## src/rtl/vfu_mask_router.sv

```systemverilog
// vfu_mask_router: steers vid-tagged mask beats from the mask unit into per-FU FIFOs.
// A beat goes only to the lowest-indexed FU whose active masked instruction vid matches.
// Each FU drains its own FIFO at its own rate.
module vfu_mask_router #(
    parameter int unsigned NrFUs         = 2,
    parameter int unsigned StrbWidth     = 8,
    parameter int unsigned NrVInsn       = 8,
    parameter int unsigned MaskFifoDepth = 2,
    parameter int unsigned VidWidth      = $clog2(NrVInsn)
) (
    input  logic                                          clk_i,
    input  logic                                          rst_i,
    input  logic [StrbWidth-1:0]                          mask_i,
    input  logic [VidWidth-1:0]                           mask_vid_i,
    input  logic                                          mask_valid_i,
    output logic                                          mask_ready_o,
    input  logic [NrFUs*VidWidth-1:0]                     fu_vid_i,
    input  logic [NrFUs-1:0]                              fu_vid_valid_i,
    input  logic [NrFUs-1:0]                              fu_flush_i,
    output logic [NrFUs*StrbWidth-1:0]                    fu_mask_o,
    output logic [NrFUs-1:0]                              fu_mask_valid_o,
    input  logic [NrFUs-1:0]                              fu_mask_ready_i,
    output logic [NrFUs*$clog2(MaskFifoDepth+1)-1:0]      fu_mask_cnt_o,
    output logic                                          multi_match_o
);

    localparam int unsigned CntWidth = $clog2(MaskFifoDepth + 1);
    localparam int unsigned PtrWidth = (MaskFifoDepth > 1) ? $clog2(MaskFifoDepth) : 1;
    localparam int unsigned TgtWidth = (NrFUs > 1) ? $clog2(NrFUs) : 1;

    logic [StrbWidth-1:0] mem    [NrFUs][MaskFifoDepth];
    logic [PtrWidth-1:0]  rd_ptr [NrFUs];
    logic [PtrWidth-1:0]  wr_ptr [NrFUs];
    logic [CntWidth-1:0]  cnt    [NrFUs];

    logic [NrFUs-1:0]    match;
    logic [NrFUs-1:0]    full;
    logic [NrFUs-1:0]    push;
    logic [NrFUs-1:0]    pop;
    logic [TgtWidth-1:0] target;
    logic                multi;

    // Wrap a FIFO pointer modulo the depth.
    function automatic logic [PtrWidth-1:0] ptr_inc(input logic [PtrWidth-1:0] p);
        return (p == PtrWidth'(MaskFifoDepth - 1)) ? '0 : p + 1'b1;
    endfunction

    // Per-FU vid match and FIFO status.
    always_comb begin
        match = '0;
        full  = '0;
        for (int f = 0; f < NrFUs; f++) begin
            match[f] = fu_vid_valid_i[f] && (fu_vid_i[f*VidWidth +: VidWidth] == mask_vid_i);
            full[f]  = (cnt[f] == CntWidth'(MaskFifoDepth));
        end
    end

    // Pick the lowest matching FU; flag a beat that more than one FU claims.
    always_comb begin
        logic seen;
        target = '0;
        multi  = 1'b0;
        seen   = 1'b0;
        for (int f = NrFUs - 1; f >= 0; f--) begin
            if (match[f]) begin
                target = TgtWidth'(f);
            end
        end
        for (int f = 0; f < NrFUs; f++) begin
            if (match[f]) begin
                if (seen) begin
                    multi = 1'b1;
                end
                seen = 1'b1;
            end
        end
    end

    // Ready ignores a same-cycle pop on a full target so it never depends on fu_mask_ready_i.
    always_comb begin
        mask_ready_o = (|match) && !full[target] && !fu_flush_i[target];
        push = '0;
        pop  = '0;
        for (int f = 0; f < NrFUs; f++) begin
            push[f] = mask_valid_i && mask_ready_o && (target == TgtWidth'(f));
            pop[f]  = fu_mask_valid_o[f] && fu_mask_ready_i[f];
        end
    end

    // Present each FIFO head, occupancy and valid; the head is held, not cleared, when empty.
    always_comb begin
        fu_mask_o       = '0;
        fu_mask_cnt_o   = '0;
        fu_mask_valid_o = '0;
        for (int f = 0; f < NrFUs; f++) begin
            fu_mask_o[f*StrbWidth +: StrbWidth] = rst_i ? '0 : mem[f][rd_ptr[f]];
            fu_mask_cnt_o[f*CntWidth +: CntWidth] = cnt[f];
            fu_mask_valid_o[f] = (cnt[f] != '0);
        end
    end

    // FIFO state update; flush wins over pop and push is already blocked by ready.
    always_ff @(posedge clk_i) begin
        if (rst_i) begin
            multi_match_o <= 1'b0;
            for (int f = 0; f < NrFUs; f++) begin
                cnt[f]    <= '0;
                rd_ptr[f] <= '0;
                wr_ptr[f] <= '0;
                for (int d = 0; d < MaskFifoDepth; d++) begin
                    mem[f][d] <= '0;
                end
            end
        end else begin
            multi_match_o <= mask_valid_i && multi;
            for (int f = 0; f < NrFUs; f++) begin
                if (fu_flush_i[f]) begin
                    cnt[f]    <= '0;
                    rd_ptr[f] <= '0;
                    wr_ptr[f] <= '0;
                end else begin
                    if (push[f]) begin
                        mem[f][wr_ptr[f]] <= mask_i;
                        wr_ptr[f]         <= ptr_inc(wr_ptr[f]);
                    end
                    if (pop[f]) begin
                        rd_ptr[f] <= ptr_inc(rd_ptr[f]);
                    end
                    if (push[f] && !pop[f]) begin
                        cnt[f] <= cnt[f] + 1'b1;
                    end else if (pop[f] && !push[f]) begin
                        cnt[f] <= cnt[f] - 1'b1;
                    end
                end
            end
        end
    end

endmodule

```

## config.mk

```make
export PLATFORM = sky130hd
export DESIGN_NAME = vfu_mask_router
export DESIGN_NICKNAME = d
export VERILOG_FILES = /design/src/rtl/vfu_mask_router.sv
export SDC_FILE = /design/constraint.sdc
export NUM_CORES = 1
export LEC_CHECK = 0
export CAP_MARGIN = 20
export CORE_ASPECT_RATIO = 0.9
export CORE_MARGIN = 10
export CORE_UTILIZATION = 50
export DETAILED_ROUTE_END_ITERATION = 12
export GPL_ROUTABILITY_DRIVEN = 0
export PLACE_DENSITY_LB_ADDON = 0.2
export REMOVE_ABC_BUFFERS = 1
export SYNTH_ARGS = -nofsm -noshare
export SYNTH_HDL_FRONTEND = slang
export SYNTH_SLANG_ARGS = --single-unit
```

## constraint.sdc

```tcl
create_clock -name clk_i -period 2.4 [get_ports clk_i]
set_clock_uncertainty 0.15 [all_clocks]
set_input_delay 0.48 -clock clk_i [delete_from_list [all_inputs] [get_ports clk_i]]
set_output_delay 0.48 -clock clk_i [all_outputs]
set_load 0.05 [all_outputs]
```

* Word-level counts from Yosys, hierarchy flattened *
Memories as Yosys holds them, arrays and structs flattened.
Index checks and enable logic that the tools add are counted.

cells by class
  $add $sub $neg = 8
  magnitude comparators = 7
  equality and inequality tests = 4
  mux-type cells = 115
  bitwise gates (word level) = 51
  reduce and logical (&&, ||, !) cells = 25

operators with widths
  cell                                                        count
  2-to-1 mux 1 bit                                            95
  2-to-1 mux 8 bit                                            10
  OR 1 bit                                                    46
  2-to-1 mux 16 bit                                           2
  demux 8 bit (select 1 bit)                                  2
  logical AND 1 bit                                           16
  2-to-1 mux 2 bit                                            6
  greater-or-equal comparator 2 bit, second input constant    4
  inverter 1 -> 2 bit                                         4
  == test 3 bit                                               2
  logical NOT 1 bit                                           6
  adder 1 bit, second input constant                          4
  adder 2 x 1 -> 2 bit, second input constant                 2
  == test 2 bit, second input constant                        2
  less-than comparator 2 x 1 -> 1 bit, second input constant  2
  nonzero test 2 bit                                          2
  subtractor 2 x 1 -> 2 bit, second input constant            2
  less-than comparator 1 x 2 -> 1 bit, second input constant  1
  OR reduction 2 bit                                          1
  inverter 1 bit                                              1

storage, ports and cells
  register bits = 1
  memory bits (writable) = 40
  bits of input ports = 26
  output and inout bits = 24
  memories = 4

memory list
  name    words  bits a word  read ports  clocked after memory_dff  write ports  line  text
  mem     2      16           2           0                         2            31    logic [StrbWidth-1:0] mem [NrFUs][MaskFifoDepth];
  cnt     2      2            2           0                         2            34    logic [CntWidth-1:0] cnt [NrFUs];
  rd_ptr  2      1            2           0                         2            32    logic [PtrWidth-1:0] rd_ptr [NrFUs];
  wr_ptr  2      1            2           0                         2            33    logic [PtrWidth-1:0] wr_ptr [NrFUs];

* Depth between registers and ports, before layout *
Gate-level depths: netlist of run 1.

  depth after elaboration = 19
  mapped depth = 6
  gate-level depth less buffers = 6

* Worst setup path after synthesis of run 1 *
No wires, ideal clock.

  kind = input to output
  start = in mask_vid_i[0]
  end = out mask_ready_o
  arrival = 2203 ps
  required time = 1770 ps
  setup slack = -433 ps
  stages on the path = 4
  path buffers = 1
  cells stage by stage = xnor2_1 nand4_2 buf_6 o31ai_1

on the way
  longest elaborated chain between the ends = 9

RTL lines
  element                                              line  text
  start, declared                                      14    input logic [VidWidth-1:0] mask_vid_i,
  == test 3 bit                                        53    match[f] = fu_vid_valid_i[f] && (fu_vid_i[f*VidWidth +: VidWidth] == mask_vid_i);
  logical AND 1 bit                                    53
  2-to-1 mux 1 bit (2 in a row)                        65    if (match[f]) begin
  2-to-1 mux 1 bit (not written as such) (2 in a row)  81    mask_ready_o = (|match) && !full[target] && !fu_flush_i[target];
  logical NOT 1 bit                                    81
  logical AND 1 bit                                    81
  logical AND 1 bit *                                  81
  end, declared                                        16    output logic mask_ready_o,

Every way passes the cells marked *; elsewhere a longest branch is shown, timed or not. The select of a mux whose other input is x is not followed.

* Worst setup path in the final report of run 1 *
  start = in mask_vid_i[1]
  end = out mask_ready_o

The elaborated chain is that of the path after synthesis.

==> impl_table.tex, run 1 <==
\begin{tabular}{lr}
\hline
Metric & Value \\
\hline
\multicolumn{2}{l}{\textbf{STA}} \\
Transition time at the pin with the least slew margin & approximately 0.51 ns \\
Share of the clock period used by the worst path after layout & approximately 100\% \\
Final min period & approximately 2.4 ns \\
Maximum clock rate & 421 MHz \\
Number of failing setup endpoints in the final timing report & 0 \\
Worst setup margin & between 0.02 and 0.025 ns \\
Count of final hold-check violations & 0 \\
Normalized max-slew margin & approximately 66\% \\
Final Slew Violations & 0 \\
\multicolumn{2}{l}{\textbf{CTS}} \\
CTS Root Buffer Type & clkbuf\_8 \\
Clock-pin transition on the worst setup and hold timing paths & 0.07 ns \\
Total CTS buffers & 5 \\
Clk\_lat worst skew & around 0.29 ns \\
Number of sinks on the clock net & around 40 \\
Number of buffers between clock root and the deepest sink & 2 \\
Number of hold-repair buffers added at the cts stage & 0 \\
Clock tree from TritonCTS & done \\
CTS H-Tree Depth & 2 \\
\multicolumn{2}{l}{\textbf{Worst setup path}} \\
Startpoint of the worst setup timing path & mask\_vid\_i[1] \\
Setup slack on the worst flop-to-flop path & approximately 0.54 ns \\
Sort of element at the end of the critical path & output port \\
Kind of launch point of the worst setup path & primary input \\
Crit Path Category & primary input to output port \\
Critical path fanouts, max & 4 \\
CP max stage cell & dlygate4sd2\_1 \\
Reg2Reg Launch Point & cnt[1][1]\$\_SDFFCE\_PN0P\_ \\
Depth of the most critical reg-to-reg path & 4 \\
End point of the critical path & mask\_ready\_o \\
Cell-by-cell listing of the critical path & dlygate4sd2\_1 -> xnor2\_2 -> nand4\_2 -> o31ai\_2 -> buf\_4 -> buf\_12 \\
Capture instance of the worst register-to-register path & mem[1][1]\$\_SDFFCE\_PN0P\_ \\
Worst endpoint data arrival time & 1.75 ns \\
Delay of the slowest cell on the worst path & just under 0.3 ns \\
Worst EP required & $\sim$1.8 ns \\
\multicolumn{2}{l}{\textbf{Die}} \\
Standard cell core area & around 4200 sq um \\
Number of ports placed on the die boundary & 50 \\
Die Area & 7460 sq um \\
Die extent in x & about 90 um \\
Vertical extent of the die & slightly above 80 um \\
Row count & 22 \\
Starting density of the core & 52.9\% \\
\multicolumn{2}{l}{\textbf{Synth}} \\
Instance count of the mapped netlist & around 190 \\
Sequential share of the synthesized area & between 50\% and 60\% \\
Proportion of synthesized flip-flops having asynchronous set or reset & 0\% \\
Netlist Area Pre-Place & 2200 sq um \\
Portion of synthesized cell area occupied by the leading cell type & approximately 55\% \\
Count of yosys warnings during synthesis & 0 \\
Top cells by area, synth & edfxtp\_1 55\%, mux2i\_1 7.3\%, and2\_1 4.6\% \\
Most common cell in the netlist & edfxtp\_1 \\
Post-synthesis register bit count & 41 \\
Mean instance size in the synthesized netlist & about 12 sq um \\
Post-synth top area cell & edfxtp\_1 \\
Predominant post-synthesis flop cell & edfxtp\_1 \\
Count of different cell masters after synthesis & 41 \\
EDFF count, synth & 40 \\
Most instantiated cells after synthesis & 40 x edfxtp\_1, 20 x nor2\_1, 16 x and2\_1, 16 x mux2i\_1, 12 x inv\_1 \\
\multicolumn{2}{l}{\textbf{Placement}} \\
Number of buffer cells added on primary ports & 49 \\
Setup Slack @ Placement & -0.139 ns \\
Post-DP HPWL & roughly 4000 um \\
Number of placed cells counting well taps & 305 \\
\multicolumn{2}{l}{\textbf{Layout}} \\
Antenna Cells & 0 \\
Nets & 280 \\
Finished Layout Cells & about 310 \\
Combined area of the multi-input logic cells & 911 sq um \\
Fraction of final layout cells with drive strength greater than 1 & $\sim$28\% \\
Area growth from synthesis to layout & 45.9\% \\
Number of fill cells & roughly 260 \\
Sequential cell area & 1220 sq um \\
Final core utilization & around 77\% \\
\multicolumn{2}{l}{\textbf{GRT}} \\
First-pass GRT wire length & 8570 um \\
Via count of the first global-routing pass & approximately 1,800 \\
Initial antenna violation count & 0 \\
Maximum number of pins on one net before global-route repair & 18 \\
Global router's overall resource usage & between 10\% and 20\% \\
GRT Residual Overflow & 0 \\
\multicolumn{2}{l}{\textbf{Hold path}} \\
Type of the most critical hold path & register to register \\
\multicolumn{2}{l}{\textbf{Detailed routing}} \\
Final routed DRC violation total & 0 \\
Number of DRC violations after detailed-routing iteration 0 & 36 \\
Wire length per cell after detailed routing & $\sim$16 um \\
Total number of vias & around 1,600 \\
Routed Wire Length & between 5000 and 6000 um \\
Number of optimization iterations in the first detailed-route pass & 4 \\
Vias per inst & about 5.2 \\
ANT nets after route & 0 \\
\multicolumn{2}{l}{\textbf{Status}} \\
Outcome & finished, final reports clean \\
\multicolumn{2}{l}{\textbf{Pwr}} \\
P\_leak & approximately 1.3 nW \\
Overall power consumption & about 1.7 mW \\
Power density over the cells & around 520 nW/um\^{}2 \\
Worst ir drop on vdd & around 320 uV \\
\multicolumn{2}{l}{\textbf{Flow run}} \\
Max-capacitance violation count & 0 \\
\hline
\end{tabular}
[worst min-delay path by stage]
stage,startpoint,endpoint,slack (ns),depth (start not counted)
after CTS,cnt[0][0]$_SDFFCE_PN0P_,cnt[0][0]$_SDFFCE_PN0P_,0.48,1
after detailed placement,cnt[0][0]$_SDFFCE_PN0P_,cnt[0][0]$_SDFFCE_PN0P_,0.47,1
after floorplan,rst_i,multi_match_o$_SDFF_PP0_,0.41,1
after global routing,cnt[0][0]$_SDFFCE_PN0P_,cnt[0][0]$_SDFFCE_PN0P_,0.51,1
after global placement,cnt[0][0]$_SDFFCE_PN0P_,cnt[0][0]$_SDFFCE_PN0P_,0.45,1
final,cnt[0][0]$_SDFFCE_PN0P_,cnt[0][0]$_SDFFCE_PN0P_,0.48,1
[metrics by stage]
stage | cell area [sq um] | hold WS, ns | TNS, ns
finish | 3210 | 0.477 | 0
global route | 3210 | 0.507 | -0.0231
CTS | 3180 | 0.478 | -0.0216
detailed placement | 3050 | 0.468 | -2.85
global placement | 3050 | 0.454 | -0.713
floorplan | 2140 | 0.406 | -0.474
[cell type report]
type                            instances  area share (%)
Tap cell                               60            2.34
Multi-Input combinational cell        123            28.4
Clock buffer                            7            3.00
Sequential cell                        41            38.1
Clock inverter                          1           0.156
Timing Repair Buffer                   69            26.5
Inverter                               13            1.52
[logic make-up after synthesis]
group / count (synthesis) / synth area share [%]
AOI/OAI and AO/OA: 14 / 4.15
xor gates and xnor gates: 6 / 2.39
adders and majority gates: 1 / 0.569
buffers and inverters: 23 / 4.89
DFF: 41 / 55.5
muxes: 16 / 7.28
and+or+nand+nor: 86 / 25.2
[placed cells by master, fill, tap and decap left out, types with 2 or more instances in the layout]
| cell type | n |
|---|---|
| and4_1 | 2 |
| xnor2_2 | 4 |
| clkdlybuf4s50_1 | 21 |
| nor2_1 | 20 |
| nand3_1 | 3 |
| and2_1 | 16 |
| xnor2_1 | 2 |
| inv_1 | 12 |
| nand2_1 | 7 |
| mux2i_1 | 16 |
| dlygate4sd2_1 | 5 |
| buf_12 | 20 |
| buf_4 | 18 |
| or2_2 | 2 |
| o31ai_2 | 2 |
| edfxtp_1 | 40 |
| a21oi_1 | 4 |
| nor3b_1 | 2 |
| nor3_1 | 10 |
| dlymetal6s2s_1 | 5 |
| nor3_2 | 9 |
| clkbuf_8 | 7 |
| a21o_1 | 3 |
| o21ai_0 | 3 |
[state kept, by name (all words and copies together), names as in the netlist]
name,cells
rd_ptr,2
wr_ptr,2
multi_match_o,1
cnt,4
mem,32
[critical path, delay by kind of cell]
kind | cells | cell delay [ns]
AO/OA/AOI/OAI | 1 | 0.27
XOR/XNOR | 1 | 0.23
buffers and inverters | 3 | 0.57
AND/OR/NAND/NOR | 1 | 0.19
[layer usage]
layer | share of wire, % | GRT usage [%]
met1 | 41 | 15.4
met2 | 51 | 23.1
met3 | 7.3 | 6.29
met4 | 0.92 | 4.45
met5 | 0 | 0
[power by group]
part	switching [mW]	internal (mW)	leakage (nW)
Clock	0.219	0.260	0.0542
Combinational	0.197	0.168	0.812
Sequential	0.0213	0.812	0.429
Total	0.437	1.24	1.30
[timing repair]
| action | CTS | global route |
|---|---|---|
| gates resized for setup | 9 | 7 |
| setup endpoints to repair | 2 | 1 |
| buffers inserted | 0 | 1 |
| pin swaps | 5 | 6 |
Power figures use the tool's default switching activity.
==> inputs of run 2 (changes only) <==
Settings changed: CELL_PAD_IN_SITES_DETAIL_PLACEMENT set to 0, CELL_PAD_IN_SITES_GLOBAL_PLACEMENT set to 1, CORE_UTILIZATION 50 to 39.
==> run 2 against run 1 <==
Compared with the run above: maximum frequency rose by 2.1%; non-clock buffer count rose by 11; cell count rose by 5.4%; sequential share of layout area fell by 1.4 points; routed wire length fell by 4.8%; clock-buffer cell count fell by 2; total power rose by 3.9%; cell area rose by 3.7%; largest cell class unchanged.
==> impl_table.tex, run 2 (synthesized netlist as in run 1, its figures left out) <==
\begin{tabular}{lr}
\hline
Metric & Value \\
\hline
\multicolumn{2}{l}{\textbf{Detailed routing}} \\
ANT nets after route & 0 (unchanged) \\
Total number of vias & 1,620 (-0.86\%) \\
Final routed DRC violation total & 0 (unchanged) \\
Vias per inst & 4.89 (-5.9\%) \\
Wire length per cell after detailed routing & 14.7 um (-9.7\%) \\
Routed Wire Length & 4850 um (-4.8\%) \\
Number of DRC violations after detailed-routing iteration 0 & 32 (-11\%) \\
Number of optimization iterations in the first detailed-route pass & 2 (-2) \\
\multicolumn{2}{l}{\textbf{Layout}} \\
Fraction of final layout cells with drive strength greater than 1 & 31.1\% (+3.1 points) \\
Antenna Cells & 0 (unchanged) \\
Largest register FFs & 32 (unchanged) \\
Commonest cells after routing, fill and taps aside & 40 x edfxtp\_1, 28 x buf\_4, 21 x clkdlybuf4s50\_1, 21 x buf\_12, 20 x nor2\_1 \\
Number of fill cells & 436 (+68\%) \\
Post-route standard cell area excluding fillers & 3330 sq um (+3.7\%) \\
Reg with most FFs & mem \\
Area growth from synthesis to layout & 51.4\% \\
Nets & 291 (+3.9\%) \\
Final core utilization & 62.2\% (-15 points) \\
Most common library cell in the layout ignoring fill and taps & edfxtp\_1 \\
Regs by FF count & mem x32, cnt x4 \\
\multicolumn{2}{l}{\textbf{Worst setup path}} \\
CP max stage cell & dlygate4sd2\_1 \\
Cell with the most instances on the worst path & buf\_4 \\
Cell depth of the worst setup path & 8 (+2) \\
Dominant delay contributor by cell family on the critical path & buffers and inverters \\
Sort of element at the end of the critical path & output port \\
Crit Path Category & primary input to output port \\
Critical path fanouts, max & 2 (-2) \\
Reg2Reg Launch Point & cnt[0][1]\$\_SDFFCE\_PN0P\_ \\
Depth of the most critical reg-to-reg path & 4 (unchanged) \\
Capture instance of the worst register-to-register path & mem[0][15]\$\_SDFFCE\_PN0P\_ \\
Delay of the slowest cell on the worst path & 0.27 ns (-0.02 ns) \\
Kind of launch point of the worst setup path & primary input \\
Cell-by-cell listing of the critical path & dlygate4sd2\_1 -> buf\_4 -> xnor2\_2 -> and4\_1 -> nand3\_1 -> o31ai\_2 -> buf\_4 -> buf\_12 \\
Setup slack on the worst flop-to-flop path & 0.54 ns (about the same) \\
Worst path buffer plus inverter count & 4 (+1) \\
Worst EP required & 1.77 ns (about the same) \\
Worst endpoint data arrival time & 1.70 ns (-0.05 ns) \\
\multicolumn{2}{l}{\textbf{Die}} \\
Row count & 25 (+14\%) \\
Starting density of the core & 41.1\% (-12 points) \\
Die Area & 9050 sq um (+21\%) \\
Die extent in x & 99.2 um (+10\%) \\
Number of ports placed on the die boundary & 50 (unchanged) \\
Standard cell core area & 5350 sq um (+29\%) \\
Vertical extent of the die & 91.2 um (+10\%) \\
\multicolumn{2}{l}{\textbf{Hold path}} \\
Hold-critical path depth & 1 (unchanged) \\
Hold Startpoint & cnt[0][0]\$\_SDFFCE\_PN0P\_ \\
Type of the most critical hold path & register to register \\
Worst min-delay path endpoint & cnt[0][0]\$\_SDFFCE\_PN0P\_ \\
\multicolumn{2}{l}{\textbf{GRT}} \\
Global router's overall resource usage & 10.8\% (-3.1 points) \\
Initial antenna violation count & 0 (unchanged) \\
Maximum number of pins on one net before global-route repair & 18 (unchanged) \\
First-pass GRT wire length & 8050 um (-6.0\%) \\
Via count of the first global-routing pass & 1,687 (-7.1\%) \\
GRT Residual Overflow & 0 (unchanged) \\
\multicolumn{2}{l}{\textbf{Pwr}} \\
Share of power burned in combinational logic & 21.8\% (about the same) \\
Internal power & 1.30 mW (+4.7\%) \\
Sw Share & 25.5\% (-0.56 points) \\
Share of power burned in the clock network & 30.4\% (+1.9 points) \\
Worst ir drop on vdd & 290 uV (-8.9\%) \\
P\_leak & 1.37 nW (+5.9\%) \\
Proportion of power drawn by flip-flops and latches & 47.8\% (-1.9 points) \\
Power density over the cells & 523 nW/um\^{}2 (+0.12\%) \\
Net Sw Power & 0.444 mW (+1.6\%) \\
Overall power consumption & 1.74 mW (+3.9\%) \\
\multicolumn{2}{l}{\textbf{Status}} \\
Outcome & finished, final reports clean \\
\multicolumn{2}{l}{\textbf{STA}} \\
Transition time at the pin with the least slew margin & 0.547 ns (+0.0342 ns) \\
Setup\_tns & 0 ns (unchanged) \\
Normalized max-slew margin & 63.5\% (-2.2 points) \\
Count of final hold-check violations & 0 (unchanged) \\
Number of failing setup endpoints in the final timing report & 0 (unchanged) \\
Maximum clock rate & 430 MHz (+2.1\%) \\
Final min period & 2.33 ns (-0.0480 ns) \\
Final Slew Violations & 0 (unchanged) \\
Worst setup margin & 0.0720 ns (+0.0480 ns) \\
Share of the clock period used by the worst path after layout & 97.0\% (-2.0 points) \\
\multicolumn{2}{l}{\textbf{Placement}} \\
Post-DP HPWL & 3840 um (-4.0\%) \\
DP Area & 3140 sq um (+2.9\%) \\
Number of buffer cells added on primary ports & 49 (unchanged) \\
Setup Slack @ Placement & -0.114 ns (+0.0253 ns) \\
\multicolumn{2}{l}{\textbf{Flow run}} \\
Max-capacitance violation count & 0 (unchanged) \\
\multicolumn{2}{l}{\textbf{CTS}} \\
CTS H-Tree Depth & 2 (unchanged) \\
Clock-pin transition on the worst setup and hold timing paths & 0.07 ns (about the same) \\
Clock tree from TritonCTS & done \\
CTS Root Buffer Type & clkbuf\_8 \\
Total CTS buffers & 5 (unchanged) \\
Clk\_lat worst skew & 0.29 ns (about the same) \\
Number of sinks on the clock net & 41 (unchanged) \\
Number of buffers between clock root and the deepest sink & 2 (unchanged) \\
\hline
\end{tabular}
[run 2: layout make-up]
cell class                 count  area, sq um  share of cell area, %
inverter                      13         48.8                   1.47
tap                           67         83.8                   2.52
timing repair buffer          80          951                   28.6
sequential                    41         1220                   36.7
clock buffer                   5         68.8                   2.07
multi-input combinational    123          921                   27.7
clock inverter                 2         35.0                   1.05
[run 2: routing by layer]
| layer | share of wire, % | wire (um) | track usage (%) |
|---|---|---|---|
| met5 | 0 | 0 | 0 |
| met4 | 0.56 | 27 | 2.98 |
| met3 | 6.8 | 330 | 4.77 |
| met2 | 48 | 2340 | 18.4 |
| met1 | 44 | 2150 | 11.9 |
[run 2: timing repair]
item                                    CTS  global route
endpoints found under the setup margin    2             1
buffers inserted                          0             3
hold buffers                              0             0
cloned                                    0             0
pin swaps                                 0             2
resized for setup                        10             7
[run 2: worst max-delay path by stage]
stage                  startpoint            to  slack (ns)
floorplan           mask_vid_i[0]  mask_ready_o       -0.47
global placement    mask_vid_i[2]  mask_ready_o       -0.08
detailed placement  mask_vid_i[1]  mask_ready_o       -0.11
CTS                   fu_vid_i[1]  mask_ready_o       -0.01
global route        mask_vid_i[2]  mask_ready_o       -0.02
finish              mask_vid_i[0]  mask_ready_o        0.07
[run 2: power by group through the flow]
stage / clock [mW] / sequential, mW / combinational [mW]
after floorplan: 0 / 0.862 / 0.156
after global placement: 0 / 0.848 / 0.373
after detailed placement: 0 / 0.849 / 0.375
after CTS: 0.535 / 0.833 / 0.382
after global routing: 0.571 / 0.836 / 0.404
final: 0.529 / 0.833 / 0.380
[run 2: metrics by stage]
step                instances  hold slack, ns
floorplan                 177           0.406
global placement          321           0.458
detailed placement        321           0.464
CTS                       328           0.474
global route              331           0.483
finish                    331           0.469
==> inputs of run 3 (changes only) <==
Settings changed: CTS_CLUSTER_DIAMETER set to 150, SLEW_MARGIN set to 5.
==> results of run 3 <==
Same layout as run 2: the final DEF is identical, and so are final timing and power.
